===== src/rtl/sprite_motion_ctrl.sv =====
// Per-frame position controller for a single sprite: vsync-fall detection, divided stepping,
// edge bounce and atomic position commit. Define SPRITE_MOTION_WRAP_EN to wrap at the edges instead.
module sprite_motion_ctrl #(
    parameter int SCREEN_W  = 640,
    parameter int SCREEN_H  = 480,
    parameter int SPRITE_W  = 32,
    parameter int SPRITE_H  = 32,
    parameter int FRAME_DIV = 1,
    parameter int INIT_X    = 304,
    parameter int INIT_Y    = 224
) (
    input  logic       clk,
    input  logic       reset,
    input  logic       vsync,
    input  logic       enable,
    input  logic       load_valid,
    output logic       load_ready,
    input  logic [9:0] load_x,
    input  logic [9:0] load_y,
    input  logic [3:0] load_dx,
    input  logic [3:0] load_dy,
    output logic [9:0] sprite_x,
    output logic [9:0] sprite_y,
    output logic       frame_tick,
    output logic       bounce_x,
    output logic       bounce_y
);

    localparam int          XMAX   = SCREEN_W - SPRITE_W;
    localparam int          YMAX   = SCREEN_H - SPRITE_H;
    localparam logic [10:0] XMAX_W = 11'(XMAX);
    localparam logic [10:0] YMAX_W = 11'(YMAX);

    typedef enum logic [1:0] {
        ST_IDLE   = 2'd0,
        ST_STEP_X = 2'd1,
        ST_STEP_Y = 2'd2,
        ST_COMMIT = 2'd3
    } state_t;

    function automatic logic [9:0] clamp_pos(input logic [9:0] pos, input logic [10:0] lim);
        return ({1'b0, pos} > lim) ? lim[9:0] : pos;
    endfunction

    // -8 has no positive mirror in 4 bits, so it is pulled in to -7.
    function automatic logic [3:0] sat_vel(input logic [3:0] vel);
        return (vel == 4'b1000) ? 4'b1001 : vel;
    endfunction

    // Returns {edge_hit, next_velocity, next_position} for one axis.
    function automatic logic [14:0] step_axis(input logic [9:0] pos, input logic [3:0] vel,
                                              input logic [10:0] lim);
        logic [10:0] nx;
        logic [9:0]  np;
        logic [3:0]  nv;
        logic        hit;
        nx  = {1'b0, pos} + {{7{vel[3]}}, vel};
        np  = nx[9:0];
        nv  = vel;
        hit = 1'b0;
        if (nx[10]) begin
`ifdef SPRITE_MOTION_WRAP_EN
            np = 10'(nx + lim + 11'd1);
`else
            np = 10'd0;
            nv = 4'd0 - vel;
`endif
            hit = 1'b1;
        end else if (nx > lim) begin
`ifdef SPRITE_MOTION_WRAP_EN
            np = 10'(nx - lim - 11'd1);
`else
            np = lim[9:0];
            nv = 4'd0 - vel;
`endif
            hit = 1'b1;
        end else begin
            np = nx[9:0];
        end
        return {hit, nv, np};
    endfunction

    logic        sync1_r, sync2_r, prev_r, frame_tick_r;
    logic [7:0]  frame_cnt_r;
    state_t      state_r, state_nxt_s;
    logic [9:0]  sprite_x_r, sprite_y_r, shadow_x_r;
    logic [3:0]  dx_r, dy_r;
    logic        bx_flag_r, bounce_x_r, bounce_y_r, load_ready_r;
    logic        load_hs_s, cnt_wrap_s, step_due_s;
    logic [14:0] step_x_s, step_y_s;

    assign load_hs_s  = load_valid && load_ready_r;
    assign cnt_wrap_s = (frame_cnt_r == 8'(FRAME_DIV - 1));
    assign step_due_s = frame_tick_r && cnt_wrap_s;
    assign step_x_s   = step_axis(sprite_x_r, dx_r, XMAX_W);
    assign step_y_s   = step_axis(sprite_y_r, dy_r, YMAX_W);

    // vsync synchronizer, edge flop and registered falling-edge pulse
    always_ff @(posedge clk or negedge reset) begin
        if (!reset) begin
            sync1_r      <= 1'b1;
            sync2_r      <= 1'b1;
            prev_r       <= 1'b1;
            frame_tick_r <= 1'b0;
        end else begin
            sync1_r      <= vsync;
            sync2_r      <= sync1_r;
            prev_r       <= sync2_r;
            frame_tick_r <= prev_r & ~sync2_r;
        end
    end

    // Frame divider; keeps counting regardless of enable, loads or FSM state
    always_ff @(posedge clk or negedge reset) begin
        if (!reset) begin
            frame_cnt_r <= 8'd0;
        end else if (frame_tick_r) begin
            frame_cnt_r <= cnt_wrap_s ? 8'd0 : frame_cnt_r + 8'd1;
        end else begin
            frame_cnt_r <= frame_cnt_r;
        end
    end

    // FSM state register plus registered load_ready
    always_ff @(posedge clk or negedge reset) begin
        if (!reset) begin
            state_r      <= ST_IDLE;
            load_ready_r <= 1'b1;
        end else begin
            state_r      <= state_nxt_s;
            load_ready_r <= (state_nxt_s == ST_IDLE);
        end
    end

    // Next-state logic; a tick arriving outside IDLE is simply not acted on
    always_comb begin
        state_nxt_s = state_r;
        case (state_r)
            ST_IDLE: begin
                if (step_due_s && enable && !load_hs_s) begin
                    state_nxt_s = ST_STEP_X;
                end else begin
                    state_nxt_s = ST_IDLE;
                end
            end
            ST_STEP_X: state_nxt_s = ST_STEP_Y;
            ST_STEP_Y: state_nxt_s = ST_COMMIT;
            ST_COMMIT: state_nxt_s = ST_IDLE;
            default:   state_nxt_s = ST_IDLE;
        endcase
    end

    // Position/velocity datapath. x is parked in the shadow register during STEP_X and
    // written together with the freshly computed y on the edge into COMMIT, so the pair
    // (and the bounce pulses) become visible in the COMMIT cycle, 3 cycles after frame_tick.
    always_ff @(posedge clk or negedge reset) begin
        if (!reset) begin
            sprite_x_r <= 10'(INIT_X);
            sprite_y_r <= 10'(INIT_Y);
            shadow_x_r <= 10'(INIT_X);
            dx_r       <= 4'd1;
            dy_r       <= 4'd1;
            bx_flag_r  <= 1'b0;
            bounce_x_r <= 1'b0;
            bounce_y_r <= 1'b0;
        end else begin
            bounce_x_r <= 1'b0;
            bounce_y_r <= 1'b0;
            case (state_r)
                ST_IDLE: begin
                    if (load_hs_s) begin
                        sprite_x_r <= clamp_pos(load_x, XMAX_W);
                        sprite_y_r <= clamp_pos(load_y, YMAX_W);
                        dx_r       <= sat_vel(load_dx);
                        dy_r       <= sat_vel(load_dy);
                    end else begin
                        sprite_x_r <= sprite_x_r;
                    end
                end
                ST_STEP_X: begin
                    shadow_x_r <= step_x_s[9:0];
                    dx_r       <= step_x_s[13:10];
                    bx_flag_r  <= step_x_s[14];
                end
                ST_STEP_Y: begin
                    sprite_x_r <= shadow_x_r;
                    sprite_y_r <= step_y_s[9:0];
                    dy_r       <= step_y_s[13:10];
                    bounce_x_r <= bx_flag_r;
                    bounce_y_r <= step_y_s[14];
                end
                ST_COMMIT: begin
                    bx_flag_r <= 1'b0;
                end
                default: begin
                    bx_flag_r <= 1'b0;
                end
            endcase
        end
    end

    assign load_ready = load_ready_r;
    assign sprite_x   = sprite_x_r;
    assign sprite_y   = sprite_y_r;
    assign frame_tick = frame_tick_r;
    assign bounce_x   = bounce_x_r;
    assign bounce_y   = bounce_y_r;

endmodule

===== config.mk =====
export PLATFORM = sky130hd
export DESIGN_NAME = sprite_motion_ctrl
export DESIGN_NICKNAME = d
export VERILOG_FILES = /design/src/rtl/sprite_motion_ctrl.sv
export SDC_FILE = /design/constraint.sdc
export NUM_CORES = 1
export LEC_CHECK = 0
export ABC_AREA = 1
export ABC_CLOCK_PERIOD_IN_PS = 2500
export BUFFER_PORTS_ARGS = -buffer_cell sky130_fd_sc_hd__buf_2
export CORE_ASPECT_RATIO = 1.75
export CORE_MARGIN = 1
export CORE_UTILIZATION = 26
export DETAILED_ROUTE_END_ITERATION = 10
export GPL_TIMING_DRIVEN = 1
export PLACE_DENSITY = 0.55
export SYNTH_ARGS = -nofsm -noshare
export SYNTH_HDL_FRONTEND = slang
export SYNTH_SLANG_ARGS = --single-unit

===== constraint.sdc =====
create_clock -name clk -period 2.5 [get_ports clk]
set_clock_uncertainty 0.2 [all_clocks]
set_input_delay 0.625 -clock clk [delete_from_list [all_inputs] [get_ports clk]]
set_output_delay 0.625 -clock clk [all_outputs]
set_load 0.05 [all_outputs]

==> flow_metrics.env, run 1 <==
export IMPL_status="finished clean"
export IMPL_yosys_area_top_type="dfrtp_1"
export IMPL_root_buffer="clkbuf_16"
export IMPL_grt_pass1_wl_microns=18400
export IMPL_max_stage_delay_ps=550
export IMPL_nNetsFinal=701
export IMPL_synth_warnings=0
export IMPL_htreeDepth=2
export IMPL_ys_top_cells_by_area="dfrtp_1 26%, nand2_1 14%, dfstp_2 9.9%"
export IMPL_synth_top_area_frac=0.257
export IMPL_cp_max_fo=8
export IMPL_synth_seq_cells=56
export IMPL_max_slew_worst_pin_slew_ps=695
export IMPL_antenna_found_initial=0
export IMPL_seqCellArea_sq_mm=0.00142
export IMPL_pin_count=57
export IMPL_multiInputGateArea_sq_mm=0.00234
export IMPL_cap_violations=0
export IMPL_drive_gt1_frac=0.254
export IMPL_die_h_microns=166
export IMPL_grt_overflow=0
export IMPL_start_kind="flop"
export IMPL_max_freq_mhz=411
export IMPL_cp_end_kind="flop"
export IMPL_area_growth_pct=25.9
export IMPL_die_x_microns=95.7
export IMPL_synth_cell_types=34
export IMPL_rows=59
export IMPL_diodes=0
export IMPL_port_buffers=56
export IMPL_crit_chain="ha_4, inv_2, fa_2, nand2_1, a21oi_2, nand3_1, nor2_1, nand2_1, nand4_4, nand3_4, nand2_4, nand2_1, nand2_1"
export IMPL_maxSlewHeadroom=0.537
export IMPL_grt_pass1_vias=3906
export IMPL_clk_path_buf_depth=2
export IMPL_route_detailed_drc=0
export IMPL_avgRoutedWirePerCell_microns=13.7
export IMPL_firstDrtPassIters=4
export IMPL_rsz0062_at_grt="true"
export IMPL_drt_iter0_markers=138
export IMPL_cp_data_required_time_ps=2530
export IMPL_cts_inserted_buffers=5
export IMPL_hold_viol_final=0
export IMPL_stdcell_count=821
export IMPL_cp_data_arrival_time_ps=2470
export IMPL_ctsHoldBuffers=0
export IMPL_synth_nets=618
export IMPL_start_util=0.268
export IMPL_gp_congestion=0.818
export IMPL_final_antenna_net_count=0
export IMPL_dr_total_vias=3815
export IMPL_crit_start="dy_r[0]"
export IMPL_clk_pin_slew_ps=80
export IMPL_grt_total_usage=0.150
export IMPL_clock_latency_ps=300
export IMPL_grt_max_degree=57
export IMPL_coreArea_sq_mm=0.0149
export IMPL_finalSetupViolations=0
export IMPL_via_per_inst=4.65
export IMPL_min_period_ps=2430
export IMPL_synth_area_sq_mm=0.00399
export IMPL_cts_tree="yes"
export IMPL_dieArea_sq_mm=0.0159
export IMPL_r2r_start="dy_r[0]"
export IMPL_worstSetupPathType="flop to flop"
export IMPL_wirelength_microns=11200
export IMPL_fillers=1673
export IMPL_netlist_instances=554
export IMPL_hp_class="input port to asynchronous set/reset pin"
export IMPL_place_hpwl_microns=8770
export IMPL_finalCritPeriodShare=0.973
export IMPL_seq_area_frac_synth=0.356
export IMPL_cts_sinks=56
export IMPL_path_common_cell="nand2_1"
export IMPL_slew_violations=0
export IMPL_crit_slowest_cell="dfstp_2"
export IMPL_dpl_cell_count=803
export IMPL_postSynthAreaPerCell_sq_um=7.21
[area by class of cell]
cell class,instances,area share
inverters,88,0.0657
flip-flops and latches,56,0.283
well taps,183,0.0455
clock inverters,3,0.00921
clock buffers,5,0.0249
multi-input cells,401,0.466
repair buffers,85,0.105
[placed cells by master (no fill, tap or decap), drive strengths merged, types with 2 or more instances in the layout]
cell	netlist	routed
nand2	165	165
inv	88	89
buf	4	84
nand3	51	51
nor2	42	42
dfrtp	41	41
a21oi	41	41
ha	29	29
o21ai	24	24
nand4	16	16
dfstp	15	15
xor2	8	8
nor3	6	6
clkbuf	5	6
nand3b	5	5
a22oi	3	3
o21bai	2	2
fa	2	2
a31oi	2	2
[worst max-delay path: cells and delay by family, from the launching register on]
family                     cells  cell delay, ps
adders and majority gates      2             670
buffers and inverters          1              30
AOI/OAI and AO/OA              1             100
DFF                            1             550
and+or+nand+nor                9             810
[final timing paths]
kind | cells after the start | slack [ps] | end
max | 13 | 70 | dy_r[1]
min | 2 | 120 | bounce_x
max reg2reg | 13 | 70 | dy_r[1]
min reg2reg | 0 | 160 | sync2_r
max in group asynchronous | 2 | 1660 | dy_r[0]
min in group clk | 0 | 160 | sync2_r
[registers in the layout (all words and copies together), names as in the netlist]
signal       cells
frame_tick       1
dy_r             4
sprite_y        10
dx_r             4
shadow_x_r      10
sync1_r          1
bx_flag_r        1
prev_r           1
sprite_x        10
bounce_y         1
sync2_r          1
bounce_x         1
frame_cnt_r      8
load_ready       1
state_r          2
[repair_timing]
action | in CTS | in global routing
pin swaps | 1 | 8
setup buffers | 0 | 10
endpoints found under the setup margin | 6 | 23
resized for setup | 2 | 39
[cell usage after synthesis]
library cell  count
a21oi_1          38
a21oi_2           3
a22o_1            1
a22oi_1           3
a31o_2            1
a31oi_1           2
and2_1            1
buf_2             3
buf_6             1
clkbuf_1          5
dfrtp_1          41
dfstp_2          15
fa_1              2
ha_1             29
inv_1            83
inv_2             5
nand2_1         154
nand2_2           9
nand2_4           2
nand3_1          50
nand3_4           1
nand3b_1          5
nand4_1          15
nand4_4           1
nor2_1           39
nor2_2            1
nor2_8            2
nor3_1            6
nor4_1            1
o21ai_0          22
o21ai_1           2
o21bai_1          2
o31ai_1           1
xor2_1            8
[through the flow]
stage | setup slack (ps) | TNS, ps | util | hold slack, ps | cell area (sq um)
floorplan | 34.3 | 0 | - | 129 | 3990
detailed placement | -43.2 | -142 | 0.309 | 149 | 4610
finish | 68.0 | 0 | 0.337 | 116 | 5030
global placement | -0.363 | -0.363 | 0.309 | 146 | 4610
global route | -104 | -577 | 0.337 | 141 | 5030
CTS | 1.06 | 0 | 0.321 | 129 | 4790
[metal layers]
layer  vias up  global-route usage  part of all wire
li1       1946                   -                 -
met1      1795               0.154              0.36
met2        58               0.300              0.58
met3        16              0.0133             0.021
met4         0              0.0480             0.031
met5         -                   0                 0
[kinds of logic after synthesis]
kind of cell               Yosys count  share of synthesized area
DFF                                 56                      0.356
AOI/OAI and AO/OA                   75                      0.103
xor gates and xnor gates             8                     0.0176
adders and majority gates           31                      0.101
and+or+nand+nor                    287                      0.329
buffers and inverters               97                     0.0940
Power of run 1 is left out: the tool's default activity adds up to more than one toggle a clock period on the data nets, which glitch-free logic cannot reach.
==> inputs of run 2 (changes only) <==
CAP_MARGIN = 20   (was not set)
RECOVER_POWER = 25   (was not set)
==> run 2 against run 1 <==
Compared with the run above: worst hold slack improved by 50 ps; critical path type unchanged; first-iteration DRC count unchanged; register-to-register slack about the same; worst setup slack unchanged.
==> flow_metrics.env, run 2 (synthesized netlist as in run 1, its figures left out) <==
export IMPL_status="finished clean"
export IMPL_route_detailed_drc=0
export IMPL_grt_pass1_wl_microns=18400
export IMPL_dr_total_vias=3816
export IMPL_mostFrequentLayoutCell="nand2_1"
export IMPL_cts_tree="yes"
export IMPL_htreeDepth=2
export IMPL_wirelength_microns=11200
export IMPL_hold_viol_final=0
export IMPL_r2r_end="dy_r[1]"
export IMPL_worstSetupPathType="flop to flop"
export IMPL_slew_violations=0
export IMPL_min_period_ps=2430
export IMPL_area_growth_pct=25.6
export IMPL_antenna_found_initial=0
export IMPL_holdWs_ps=166
export IMPL_ctsHoldBuffers=0
export IMPL_clk_path_buf_depth=2
export IMPL_clock_latency_ps=300
export IMPL_gp_congestion=0.818
export IMPL_root_buffer="clkbuf_16"
export IMPL_start_util=0.268
export IMPL_place_hpwl_microns=8770
export IMPL_cp_endpoint="dy_r[1]"
export IMPL_ff2ff_setup_slack_ps=70
export IMPL_cts_sinks=56
export IMPL_drt_iter0_markers=138
export IMPL_rows=59
export IMPL_grt_overflow=0
export IMPL_clk_pin_slew_ps=80
export IMPL_avgRoutedWirePerCell_microns=13.7
export IMPL_firstDrtPassIters=4
export IMPL_maxSlewHeadroom=0.0370
export IMPL_cts_inserted_buffers=5
export IMPL_grt_pass1_vias=3906
export IMPL_diodes=0
export IMPL_cp_data_required_time_ps=2530
export IMPL_grt_total_usage=0.150
export IMPL_via_per_inst=4.65
export IMPL_drive_gt1_frac=0.252
export IMPL_pin_count=57
export IMPL_dieArea_sq_mm=0.0159
export IMPL_cp_data_arrival_time_ps=2470
export IMPL_max_freq_mhz=411
export IMPL_max_slew_worst_pin_slew_ps=1440
export IMPL_crit_start="dy_r[0]"
export IMPL_cp_end_kind="flop"
export IMPL_die_h_microns=166
export IMPL_finalCritPeriodShare=0.973
export IMPL_mostFrequentLayoutCells="146 x nand2_1, 81 x inv_1, 56 x buf_2"
export IMPL_fillers=1675
export IMPL_start_kind="flop"
export IMPL_die_x_microns=95.7
export IMPL_port_buffers=56
export IMPL_cap_violations=0
export IMPL_hp_class="flop to flop"
export IMPL_reg2reg_depth=13
export IMPL_final_antenna_net_count=0
export IMPL_grt_max_degree=57
export IMPL_r2r_start="dy_r[0]"
export IMPL_coreArea_sq_mm=0.0149
export IMPL_rsz0062_at_grt="true"
export IMPL_nNetsFinal=701
export IMPL_cp_max_fo=8
export IMPL_finalSetupViolations=0
-- run 2: how the worst min path moves through the flow --
stage          startpoint       end  slack (ps)  cells past startpoint
2_1_floorplan       reset  bounce_x         130                      0
3_3_place_gp      sync1_r   sync2_r         150                      0
3_5_place_dp      sync1_r   sync2_r         150                      0
4_1_cts             reset  bounce_x         130                      2
5_1_grt           sync1_r   sync2_r         170                      0
6_report          sync1_r   sync2_r         170                      0
-- run 2: per-layer routing --
| layer | vias up | GRT usage | share of wire | routed length (microns) |
|---|---|---|---|---|
| met1 | 1796 | 0.154 | 0.36 | 4080 |
| met5 | - | 0 | 0 | 0 |
| li1 | 1946 | - | - | - |
| met4 | 0 | 0.0480 | 0.031 | 346 |
| met2 | 58 | 0.300 | 0.58 | 6550 |
| met3 | 16 | 0.0133 | 0.021 | 241 |
-- run 2: area by class of cell --
class	count	area [sq um]	share of cell area
multi-input cells	401	2340	0.467
flip-flops and latches	56	1420	0.284
repair buffers	85	515	0.103
inverters	88	330	0.0659
well taps	183	229	0.0457
clock buffers	5	125	0.0250
clock inverters	3	46.3	0.00923
-- run 2: critical path: stages (launching register included) --
cell and delay, ps:
dfstp_2 550, ha_4 130, inv_2 30, fa_2 540, nand2_1 80, a21oi_2 100
nand3_1 90, nor2_1 100, nand2_1 90, nand4_4 140, nand3_4 120, nand2_4 90
nand2_1 50, nand2_1 50
-- run 2: per-stage QoR --
stage               setup TNS [ps]  instances  setup slack (ps)  area [sq um]  utilization
finish                           0        821              68.0          5010        0.336
global route                  -577        821              -104          5010        0.336
CTS                              0        811              1.06          4790        0.321
detailed placement            -142        803             -43.2          4610        0.309
global placement            -0.363        803            -0.363          4610        0.309
floorplan                        0        554              34.3          3990            -
-- run 2: what timing repair did --
action / 4_1_cts / 5_1_grt
resized for setup: 2 / 39
setup buffers: 0 / 10
endpoints found under the setup margin: 6 / 23
pin swaps: 1 / 8
hold endpoints to repair: 0 / 0
Power of run 2 is left out for the same reason.
==> inputs of run 3 (changes only) <==
CORE_UTILIZATION = 50   (was 26)
PLACE_DENSITY = 0.85   (was 0.55)
==> run 3 against run 2 <==
Compared with the run above: the flow now finishes with violations (setup timing); fmax down 7.1%; global-route usage is 9.8 points higher; final cell count shrank 13%; first-iteration DRC count up 59%; worst hold slack got worse by 4.2 ps; critical endpoint is now sprite_y[0]; largest cell class unchanged.
==> flow_metrics.env, run 3 (synthesized netlist as in run 1, its figures left out) <==
export IMPL_status="complete, but fails checks"
export IMPL_violations="setup timing"
export IMPL_diodes=0
export IMPL_dr_wl_met2_microns=5770
export IMPL_maxSlewHeadroom=0.142
export IMPL_max_freq_mhz=382
export IMPL_root_buffer="clkbuf_16"
export IMPL_grt_total_usage=0.248
export IMPL_firstDrtPassIters=5
export IMPL_crit_chain="ha_4, inv_2, fa_2, nand2_2, a21oi_2, nand3_1, nor2_1, nand2_1, nand4_4, buf_6, nand4_1, a21oi_1"
export IMPL_mostFrequentLayoutCell="nand2_1"
export IMPL_grt_max_degree=34
export IMPL_start_util=0.520
export IMPL_port_buffers=56
export IMPL_hold_viol_final=0
export IMPL_antenna_found_initial=0
export IMPL_cp_data_required_time_ps=2520
export IMPL_cts_sinks=56
export IMPL_crit_slowest_cell="fa_2"
export IMPL_cts_tree="yes"
export IMPL_finalSetupViolations=7
export IMPL_cts_inserted_buffers=5
export IMPL_post_route_util=0.628
export IMPL_clk_path_buf_depth=2
export IMPL_clk_pin_slew_ps=70
export IMPL_dieArea_sq_mm=0.00836
export IMPL_coreArea_sq_mm=0.00767
export IMPL_cp_max_fo=6
export IMPL_fin_tns_setup_ps=-392
export IMPL_met3_length_microns=488
export IMPL_worst_slack_ps=-118
export IMPL_die_x_microns=69.6
export IMPL_route_detailed_drc=0
export IMPL_routed_top_layer="met4"
export IMPL_htreeDepth=2
export IMPL_start_kind="flop"
export IMPL_die_h_microns=120
export IMPL_wl_met1_microns=3800
export IMPL_grt_pass1_vias=3807
export IMPL_rsz0062_at_grt="true"
export IMPL_drive_gt1_frac=0.247
export IMPL_worstSetupPathType="flop to flop"
export IMPL_area_growth_pct=20.6
export IMPL_gp_congestion=0.906
export IMPL_cp_data_arrival_time_ps=2640
export IMPL_clock_latency_ps=300
export IMPL_avgRoutedWirePerCell_microns=14.7
export IMPL_drt_iter0_markers=220
export IMPL_mostFrequentLayoutCells="142 x nand2_1, 81 x inv_1, 56 x buf_2"
export IMPL_grt_pass1_wl_microns=16600
export IMPL_final_antenna_net_count=0
export IMPL_max_slew_worst_pin_slew_ps=1290
export IMPL_wirelength_microns=10500
export IMPL_pin_count=57
export IMPL_rows=42
export IMPL_dr_total_vias=3981
export IMPL_place_hpwl_microns=7780
export IMPL_grt_overflow=0
export IMPL_max_stage_delay_ps=610
export IMPL_slew_violations=0
export IMPL_hp_class="flop to flop"
export IMPL_min_period_ps=2620
export IMPL_dp_slack_ps=-53.0
export IMPL_nNetsFinal=691
export IMPL_finalCritPeriodShare=1.05
export IMPL_via_per_inst=5.56
export IMPL_cap_violations=0
export IMPL_cp_end_kind="flop"
-- run 3: cell types whose count changed in the layout (fill, tap and decap cells not counted), moves of 2 or more --
cell and delta:
buf_4 -9, nand2_2 +5, nand2_1 -4, ha_4 +2, nor2_1 -2, nor2_2 +2
o21ai_0 +2, o21ai_1 -2
-- run 3: final timing paths --
kind,from,end,slack (ps),depth (start not counted)
max,dy_r[0],sprite_y[0],-120,12
min,sync1_r,sync2_r,160,0
max reg2reg,dy_r[0],sprite_y[0],-120,12
min reg2reg,sync1_r,sync2_r,160,0
max in group asynchronous,reset,dx_r[3],310,2
min in group asynchronous,reset,sprite_x[6],390,1
-- run 3: repair_timing --
item / in CTS / in global routing
hold buffers: 0 / 0
buffers inserted: 1 / 7
gates resized for setup: 5 / 37
pin swaps: 3 / 16
endpoints found under the setup margin: 3 / 23
gates cloned: 0 / 1
-- run 3: worst max-delay path, delay by kind of cell, from the launching register on --
kind / cells / cell delay, ps
AOI/OAI and AO/OA: 2 / 290
and+or+nand+nor: 6 / 570
buffers and inverters: 2 / 160
adders and majority gates: 2 / 750
DFF: 1 / 560
-- run 3: stage by stage --
stage                     hold WS (ps)  std cells  instance area [sq um]
after CTS                          131        708                   4630
after global routing               170        716                   4820
after floorplan                    129        554                   3990
after detailed placement           147        699                   4430
final                              162        716                   4820
after global placement             146        699                   4430
-- run 3: layout make-up --
| class | instances | area (sq um) |
|---|---|---|
| fillers | 641 | 2860 |
| multi-input cells | 402 | 2360 |
| flip-flops and latches | 56 | 1420 |
| repair buffers | 74 | 415 |
| inverters | 88 | 330 |
| clock buffers | 6 | 139 |
| well taps | 88 | 110 |
| clock inverters | 2 | 38.8 |
-- run 3: per-layer routing --
metal  vias up  global-route usage
met5         -                   0
met4         0               0.111
met3        37              0.0350
met2       135               0.474
met1      1871               0.264
li1       1938                   -
Power of run 3 is left out for the same reason.
